File: src/rtl/wbu_commit_stage_pkg.sv
// Shared encodings and defaults for the write-back / commit stage.
package wbu_commit_stage_pkg;

    localparam int unsigned XLEN_DEF   = 32;
    localparam int unsigned REG_AW_DEF = 5;
    localparam int unsigned OFS_W_DEF  = 2;

    localparam logic [1:0] SZ_B = 2'd0;
    localparam logic [1:0] SZ_H = 2'd1;
    localparam logic [1:0] SZ_W = 2'd2;
    localparam logic [1:0] SZ_D = 2'd3;

    typedef enum logic [1:0] {
        HR_NONE    = 2'd0,
        HR_EBREAK  = 2'd1,
        HR_ILLEGAL = 2'd2
    } halt_reason_e;

    typedef enum logic {
        ST_RUN  = 1'b0,
        ST_HALT = 1'b1
    } state_e;

    // Width-independent control part of the held entry.
    typedef struct packed {
        logic [31:0] pc;
        logic [31:0] inst;
        logic        inst_valid;
        logic        ebreak;
        logic        rf_we;
        logic        load;
        logic [1:0]  size;
        logic        is_unsigned;
    } entry_ctl_t;

endpackage

File: src/rtl/wbu_load_ext.sv
// Combinational load-data alignment and sign/zero extension.
module wbu_load_ext
    import wbu_commit_stage_pkg::*;
#(
    parameter int unsigned XLEN  = XLEN_DEF,
    parameter int unsigned OFS_W = OFS_W_DEF
) (
    input  logic [XLEN-1:0]  rdata,
    input  logic [OFS_W-1:0] addr_lo,
    input  logic [1:0]       size,
    input  logic             is_unsigned,
    output logic [XLEN-1:0]  data_c
);

    logic [XLEN-1:0] shifted;
    logic [XLEN-1:0] mask;
    logic            sign;

    // Bytes shifted past the top fill with zero.
    assign shifted = rdata >> {addr_lo, 3'b000};

    // Dword on a 32-bit datapath falls into the default: a full-width pass.
    always_comb begin
        mask = '1;
        sign = shifted[XLEN-1];
        case (size)
            SZ_B: begin
                mask = XLEN'(8'hFF);
                sign = shifted[7];
            end
            SZ_H: begin
                mask = XLEN'(16'hFFFF);
                sign = shifted[15];
            end
            SZ_W: begin
                mask = XLEN'(32'hFFFF_FFFF);
                sign = shifted[31];
            end
            default: begin
                mask = '1;
                sign = shifted[XLEN-1];
            end
        endcase
        data_c = (shifted & mask) | ((sign && !is_unsigned) ? ~mask : '0);
    end

endmodule

File: src/rtl/wbu_commit_stage.sv
// Write-back / commit stage: one-entry holding register, load extension,
// register-file write, retire counter and RUN/HALT control.
module wbu_commit_stage
    import wbu_commit_stage_pkg::*;
#(
    parameter int unsigned XLEN   = XLEN_DEF,
    parameter int unsigned REG_AW = REG_AW_DEF,
    parameter int unsigned OFS_W  = OFS_W_DEF
) (
    input  logic              clk,
    input  logic              rst_n,
    input  logic              ls_valid,
    output logic              ls_ready,
    input  logic [31:0]       ls_pc,
    input  logic [31:0]       ls_inst,
    input  logic              ls_inst_valid,
    input  logic              ls_ebreak,
    input  logic              ls_rf_we,
    input  logic [REG_AW-1:0] ls_rd,
    input  logic [XLEN-1:0]   ls_alu_res,
    input  logic              ls_load,
    input  logic [1:0]        ls_size,
    input  logic              ls_unsigned,
    input  logic [XLEN-1:0]   ls_dm_rdata,
    input  logic [OFS_W-1:0]  ls_addr_lo,
    input  logic              wb_stall,
    output logic              wb_rf_we,
    output logic [REG_AW-1:0] wb_rf_waddr,
    output logic [XLEN-1:0]   wb_rf_wdata,
    output logic              commit_valid,
    output logic [31:0]       commit_pc,
    output logic [31:0]       commit_inst,
    output logic              halted,
    output logic [1:0]        halt_reason,
    output logic [63:0]       retired_cnt
);

    state_e            state_q, state_d;
    halt_reason_e      reason_q, reason_d;
    logic              full_q;
    entry_ctl_t        ctl_q;
    logic [REG_AW-1:0] rd_q;
    logic [XLEN-1:0]   alu_q;
    logic [XLEN-1:0]   rdata_q;
    logic [OFS_W-1:0]  ofs_q;
    logic [XLEN-1:0]   load_data;
    logic              accept;
    logic              retire;
    logic              commit;
    logic              halt_go;

    wbu_load_ext #(
        .XLEN  (XLEN),
        .OFS_W (OFS_W)
    ) u_load_ext (
        .rdata       (rdata_q),
        .addr_lo     (ofs_q),
        .size        (ctl_q.size),
        .is_unsigned (ctl_q.is_unsigned),
        .data_c      (load_data)
    );

    // Ready is held low while reset is asserted so every output reads 0.
    assign ls_ready = rst_n && (state_q == ST_RUN) && !(full_q && wb_stall);
    assign accept   = ls_valid && ls_ready;
    assign retire   = full_q && !wb_stall && (state_q == ST_RUN);
    assign commit   = retire && (ctl_q.inst != 32'd0);
    assign halt_go  = (state_q == ST_RUN) && (state_d == ST_HALT);

    assign wb_rf_we     = commit && ctl_q.rf_we && (rd_q != '0);
    assign wb_rf_waddr  = rd_q;
    assign wb_rf_wdata  = ctl_q.load ? load_data : alu_q;
    assign commit_valid = commit;
    assign commit_pc    = ctl_q.pc;
    assign commit_inst  = ctl_q.inst;
    assign halted       = (state_q == ST_HALT);
    assign halt_reason  = reason_q;

    always_ff @(posedge clk or negedge rst_n) begin
        if (!rst_n) begin
            state_q  <= ST_RUN;
            reason_q <= HR_NONE;
        end else begin
            state_q  <= state_d;
            reason_q <= reason_d;
        end
    end

    // Halt on a retiring ebreak first, then on an unrecognised instruction.
    always_comb begin
        state_d  = state_q;
        reason_d = reason_q;
        if (state_q == ST_RUN && commit) begin
            if (ctl_q.ebreak) begin
                state_d  = ST_HALT;
                reason_d = HR_EBREAK;
            end else if (!ctl_q.inst_valid) begin
                state_d  = ST_HALT;
                reason_d = HR_ILLEGAL;
            end
        end
    end

    // Entry register: an accept overwrites, a retire alone drains.
    always_ff @(posedge clk or negedge rst_n) begin
        if (!rst_n) begin
            full_q  <= 1'b0;
            ctl_q   <= '0;
            rd_q    <= '0;
            alu_q   <= '0;
            rdata_q <= '0;
            ofs_q   <= '0;
        end else if (halt_go || state_q == ST_HALT) begin
            full_q <= 1'b0;
        end else if (accept) begin
            full_q            <= 1'b1;
            ctl_q.pc          <= ls_pc;
            ctl_q.inst        <= ls_inst;
            ctl_q.inst_valid  <= ls_inst_valid;
            ctl_q.ebreak      <= ls_ebreak;
            ctl_q.rf_we       <= ls_rf_we;
            ctl_q.load        <= ls_load;
            ctl_q.size        <= ls_size;
            ctl_q.is_unsigned <= ls_unsigned;
            rd_q              <= ls_rd;
            alu_q             <= ls_alu_res;
            rdata_q           <= ls_dm_rdata;
            ofs_q             <= ls_addr_lo;
        end else if (retire) begin
            full_q <= 1'b0;
        end
    end

    always_ff @(posedge clk or negedge rst_n) begin
        if (!rst_n) begin
            retired_cnt <= 64'd0;
        end else if (commit) begin
            retired_cnt <= retired_cnt + 64'd1;
        end
    end

endmodule

File: config.mk
export PLATFORM = sky130hd
export DESIGN_NAME = wbu_commit_stage
export DESIGN_NICKNAME = d
export VERILOG_FILES = /design/src/rtl/wbu_commit_stage_pkg.sv /design/src/rtl/wbu_load_ext.sv /design/src/rtl/wbu_commit_stage.sv
export SDC_FILE = /design/constraint.sdc
export NUM_CORES = 1
export LEC_CHECK = 0
export CAP_MARGIN = 20
export CORE_ASPECT_RATIO = 1.5
export CORE_UTILIZATION = 45
export CTS_CLUSTER_DIAMETER = 100
export DETAILED_ROUTE_END_ITERATION = 16
export PLACE_DENSITY = 0.77
export SETUP_SLACK_MARGIN = 0.1
export SLEW_MARGIN = 20
export SYNTH_ARGS = -nofsm -noshare
export SYNTH_HDL_FRONTEND = slang
export SYNTH_SLANG_ARGS = --single-unit
export TNS_END_PERCENT = 50
File: constraint.sdc
create_clock -name clk -period 3.6 [get_ports clk]
set_input_delay 0.72 -clock clk [delete_from_list [all_inputs] [get_ports clk]]
set_output_delay 0.72 -clock clk [all_outputs]
set_load 0.05 [all_outputs]
==> impl_metrics.yaml <==
drt:
  drtIter0Drc: 333
  routed_via_density: 5.32
  num_vias: 7416
  dr.pass1.iters: 5
  routed_wirelength_um: 27700
  wl_per_cell_um: 19.9
  ant_nets: 0
  drc: 0
power_and_ir_drop:
  powerDensity_mw_per_mm2: 963
  worst_ir_drop_vdd_mv: 1.18
  power_leakage_nw: 6.15
  p_total_mw: 13.7
placement:
  gp_congestion: 0.862
  place_area_mm2: 0.0135
  place_ws_ns: 0.547
  port_buffers: 316
  dpl.hpwl_um: 20700
setup_path:
  path_class: "register to primary output"
  worst-path-max-fanout: 34
  crit_arrival_ns: 2.66
  critPathLaunchType: "register"
  r2r_slack_ns: 0.63
  required_ns: 2.88
  worstReg2RegStart: "commit_inst[6]"
  reg2reg_depth: 6
  timing.rr.end: "commit_inst[9]"
  setup.worst_path.end_class: "primary output"
run_status:
  outcome: "finished, final reports clean"
timing:
  rsz0062_at_grt: "false"
  finalSetupTns_ns: 0
  finalMaxSlewViolations: 0
  timing.final.hold_violations: 0
  slew_headroom_pct: 39.4
  setup_violations: 0
  fin_crit_ns: 3.38
  tightest_slew_ns: 0.909
  fin_worst_skew_ns: 0.0158
  fmax_mhz: 296
  setup_ws_ns: 0.224
  fin_crit_sh_pct: 93.8
global_routing:
  grt_max_degree: 72
  grt-ovfl-total: 0
  antenna_found_initial: 1
  grt_usage_pct: 24.0
  grt_pass1_vias: 8036
  grt_pass1_wl_um: 44700
layout:
  nNetsFinal: 1249
  layout_common_cells: "288 x clkdlybuf4s50_1, 209 x dfrtp_1, 81 x mux2_2"
  fillers: 1765
  layout_commonest_cell: "clkdlybuf4s50_1"
  drive_above_1_share_pct: 22.1
  area_growth_pct: 37.1
  fin_area_mm2: 0.0143
synth:
  synth_warnings: 0
  synth_edf_count: 0
  yosysUniqueCellTypes: 52
  synth_area_leaders: "dfrtp_1 50%, mux2_2 8.8%, mux2_4 8.7%, buf_4 5.1%, xor2_1 3.6%"
  synth-seq-cells: 210
  yosysTopAreaCell: "dfrtp_1"
  synthArstFlopShare_pct: 100
  syn_nets: 988
  synth_top_area_share_pct: 50.5
  synth_area_mm2: 0.0104
  synth-seq-area-share_pct: 50.5
  netlist_instances: 841
  ys.flop_type: "dfrtp_1"
  postSynthAreaPerCell_um2: 12.4
floorplan:
  dieArea_mm2: 0.0238
  fp-row-count: 67
  start_util_pct: 46.2
  pin_count: 317
  core_area_mm2: 0.0226
  fp.dieW_um: 126
  chipHeight_um: 188
cts:
  htreeDepth: 1
  clkSinkCount: 210
  cts.clk_slew.worst_paths_ns: 0.06
  cts_tree: "yes"
  root_buffer: "clkbuf_16"
  clk_latency_ns: 0.51
  clockBufferDepth: 3
  cts_buffers: 22
  postCtsHoldBufs: 0
min_path:
  hold_path_class: "input port to async pin"
job:
  drv_cap: 0
-- layout make-up --
| class | instances | area [µm²] | share of cell area (%) |
|---|---|---|---|
| timing repair buffer | 336 | 3540 | 24.8 |
| sequential | 210 | 5260 | 36.8 |
| inverter | 12 | 45.0 | 0.316 |
| antenna | 1 | 2.50 | 0.0175 |
| clock inverter | 6 | 82.6 | 0.578 |
| multi-input combinational | 520 | 4340 | 30.4 |
| clock buffer | 33 | 663 | 4.65 |
| tap | 276 | 345 | 2.42 |
-- where the power goes --
group	switching [mW]	internal (mW)	total, mW
clock network	0.942	1.41	2.35
logic	4.27	3.18	7.45
registers	0.722	3.21	3.93
total	5.94	7.81	13.7
-- worst max path at each step --
stage,slack [ns],endpoint,cells past startpoint,start
2_1_floorplan,0.74,wb_rf_we,4,wb_stall
3_3_place_gp,0.64,ls_ready,4,wb_stall
3_5_place_dp,0.55,wb_rf_we,5,wb_stall
4_1_cts,0.20,commit_valid,5,commit_inst[13]
5_1_grt,0.10,wb_rf_wdata[0],6,ofs_q[0]
6_report,0.22,wb_rf_wdata[0],5,ofs_q[0]
-- routing by layer --
metal / track usage (%) / vias to the layer above / share of wire (%)
li1: - / 3422 / -
met1: 26.7 / 3639 / 36
met2: 43.4 / 275 / 53
met3: 4.40 / 80 / 6.1
met4: 11.9 / 0 / 5.3
met5: 0 / - / 0
-- synth_stat cells, types with 3 or more instances --
cell	number
o22a_1	16
or2_2	4
a21oi_1	15
nor2_1	45
or3_1	3
mux2_4	60
buf_2	6
inv_1	11
nand4_1	19
nor3_1	20
xor2_1	43
nor2b_1	8
nor4_1	22
clkbuf_1	12
o21ai_0	10
dfrtp_1	210
nand2_1	51
buf_4	71
and2_1	9
a211oi_1	7
mux2_2	81
mux2_1	9
buf_12	7
nand3_1	19
nor4_2	9
and3_1	5
xnor2_1	20
nand4_2	4
mux2i_1	19
-- what timing repair did --
| item | in CTS | in global routing |
|---|---|---|
| buffers inserted | 0 | 0 |
| endpoints found under the setup margin | 0 | 28 |
| resized for setup | 0 | 2 |
| endpoints found under the hold margin | 0 | 0 |
-- through the flow --
step	util [%]	std cells	hold slack, ns
final	63.3	1394	0.108
after global routing	63.3	1394	0.111
after CTS	63.3	1393	0.0981
after detailed placement	60.0	1354	0.460
after global placement	59.9	1353	0.456
after floorplan	-	841	0.424
-- logic make-up after synthesis --
| family | Yosys count | share of synthesized area (%) |
|---|---|---|
| adders and majority gates | 1 | 0.120 |
| muxes | 169 | 20.2 |
| AOI/OAI and AO/OA | 58 | 3.92 |
| DFF | 210 | 50.5 |
| and+or+nand+nor | 229 | 12.1 |
| buffers and inverters | 111 | 7.91 |
| xor gates and xnor gates | 63 | 5.30 |
-- critical path: stages (launching register included) --
cell and delay (ns):
dfrtp_1 0.32, buf_4 0.33, mux2i_1 0.34, a21oi_1 0.15, mux2_2 0.28, clkdlybuf4s50_1 0.71
-- sequential cells by signal, indices dropped and copies added (netlist names) --
register,flops
retired_cnt,64
alu_q,32
commit_inst,32
commit_pc,32
rdata_q,32
ctl_q,7
wb_rf_waddr,5
halt_reason,2
ofs_q,2
full_q,1
halted,1
Power figures use the tool's default switching activity.
==> RTL edit, RTL diff (config.mk and constraints unchanged) <==
Set the package constant `OFS_W_DEF` to 4 (it was 2).
--- a/src/rtl/wbu_commit_stage_pkg.sv
+++ b/src/rtl/wbu_commit_stage_pkg.sv
@@ -3,7 +3,7 @@
 
     localparam int unsigned XLEN_DEF   = 32;
     localparam int unsigned REG_AW_DEF = 5;
-    localparam int unsigned OFS_W_DEF  = 2;
+    localparam int unsigned OFS_W_DEF  = 4;
 
     localparam logic [1:0] SZ_B = 2'd0;
     localparam logic [1:0] SZ_H = 2'd1;
Interface: changed (resized ls_addr_lo); port bits go from 317 to 319. No check against the original RTL was run, so the function may have changed too.
==> RTL edit against the original RTL <==
- total power decreased by 6.7%
- count of clock-buffer cells in the layout decreased by 4
- sequential cell count grew 2
- wire length up 1.7%
- clock power up 11%
- final cell count grew 1.1%
- design area down 2.9%
- hold slack got worse by 0.038 ns
- area after synthesis shrank 3.0%
- worst setup slack improved by 0.016 ns
- critical path type unchanged
==> RTL edit: results (changes against the original RTL) <==
| Metric | Value |
|---|---|
| Compound-Gate Fraction of Synth Area | 3.83% (-0.088 points) |
| Dpl cells | 1365 (+0.81%) |
| Pleak | 5.89 nW (-4.2%) |
| Seq/Total Area, Yosys | 52.5% (+2.1 points) |
| Post-DP HPWL | 20.6 mm (-0.31%) |
| GPL Wtd Cong | 0.893 (+3.6%) |
| Commonest cells in the netlist | dfrtp_1 (212), mux2_2 (103), buf_4 (74), nand2_1 (65), nor2_1 (53) |
| Worst vdd ir | 0.000606 V (-49%) |
| Share of layout cells above drive strength 1 | 17.8% (-4.3 points) |
| Setup crit start | commit_inst[1]$_DFFE_PN0P_ |
| Synth Area in XOR/XNOR | 5.47% (+0.17 points) |
| WP data arrival | 2.64 ns (-0.02 ns) |
| Outcome | finished, final reports clean |
| Pre-CTS WS | 0.609 ns (+0.0620 ns) |
| Final Skew | 0.0150 ns (-0.000812 ns) |
| Synth top area cells | dfrtp_1 (53%), mux2_2 (11%), buf_4 (5.5%), mux2_1 (5.5%), xor2_1 (3.6%) |
| Internal reg-to-reg setup slack | 0.78 ns (+0.15 ns) |
| Total Wirelength | 28.2 mm (+1.7%) |
| Largest net degree at the start of global routing | 74 (+2.8%) |
| CP max-delay cell | o21ai_2 |
| GRT Util Overall | 24.2% (+0.29 points) |
| Tcrit/Tclk final | 93.3% (-0.44 points) |
| Final Non-Filler Cells | 1409 (+1.1%) |
| Post-synthesis average cell area | 11.8 um^2 (-4.6%) |
| DR iter-0 viols | 448 (+35%) |
| Via count | 7610 (+2.6%) |
| Final-stage net count | 1267 (+1.4%) |
| First-pass GRT wire length | 43.9 mm (-1.9%) |
| CP endpoint | commit_valid |
| Synth cell types | 48 (-7.7%) |
| Number of global-route vias before repair | 7878 (-2.0%) |
## RTL edit: final cells by class
type                    instances  area, um^2
clock inverters                12         191
diodes                          3        7.51
repair buffers                335        3260
well taps                     272         340
clock buffers                  29         658
inverters                       9        33.8
fillers                      1715        8030
multi-input cells             537        4060
flip-flops and latches        212        5310
## RTL edit: worst min path at each step
stage / from / end / cells past startpoint / slack [ns]
after detailed placement: ctl_q[6]$_DFFE_PN0P_ / halt_reason[1]$_DFFE_PN0P_ / 1 / 0.47
after global routing: rst_n / commit_inst[20]$_DFFE_PN0P_ / 1 / 0.06
after CTS: rst_n / commit_inst[25]$_DFFE_PN0P_ / 1 / 0.05
final: rst_n / commit_inst[25]$_DFFE_PN0P_ / 1 / 0.07
after global placement: commit_pc[25]$_DFFE_PN0P_ / commit_pc[25]$_DFFE_PN0P_ / 1 / 0.47
after floorplan: rst_n / alu_q[0]$_DFFE_PN0P_ / 0 / 0.42
## RTL edit: where the power goes
part / internal, mW / leakage [nW] / switching [mW]
clock: 1.65 / 0.421 / 0.965
combinational: 2.29 / 2.85 / 3.98
sequential: 3.24 / 2.62 / 0.681
total: 7.19 / 5.89 / 5.63
## RTL edit: worst reg2reg max path, delay by kind of cell (launching register included)
family	cells	cell delay, ns
AO/OA/AOI/OAI	2	0.81
AND/OR/NAND/NOR	2	0.70
multiplexers	1	0.44
flip-flops	1	0.40
buffers and inverters	1	0.34
## RTL edit: layer usage
| metal | GRT usage [%] | wire, um | up-vias |
|---|---|---|---|
| li1 | - | - | 3496 |
| met1 | 27.8 | 10700 | 3736 |
| met2 | 44.2 | 14800 | 315 |
| met3 | 4.27 | 1700 | 63 |
| met4 | 10.1 | 967 | 0 |
| met5 | 0 | 0 | - |
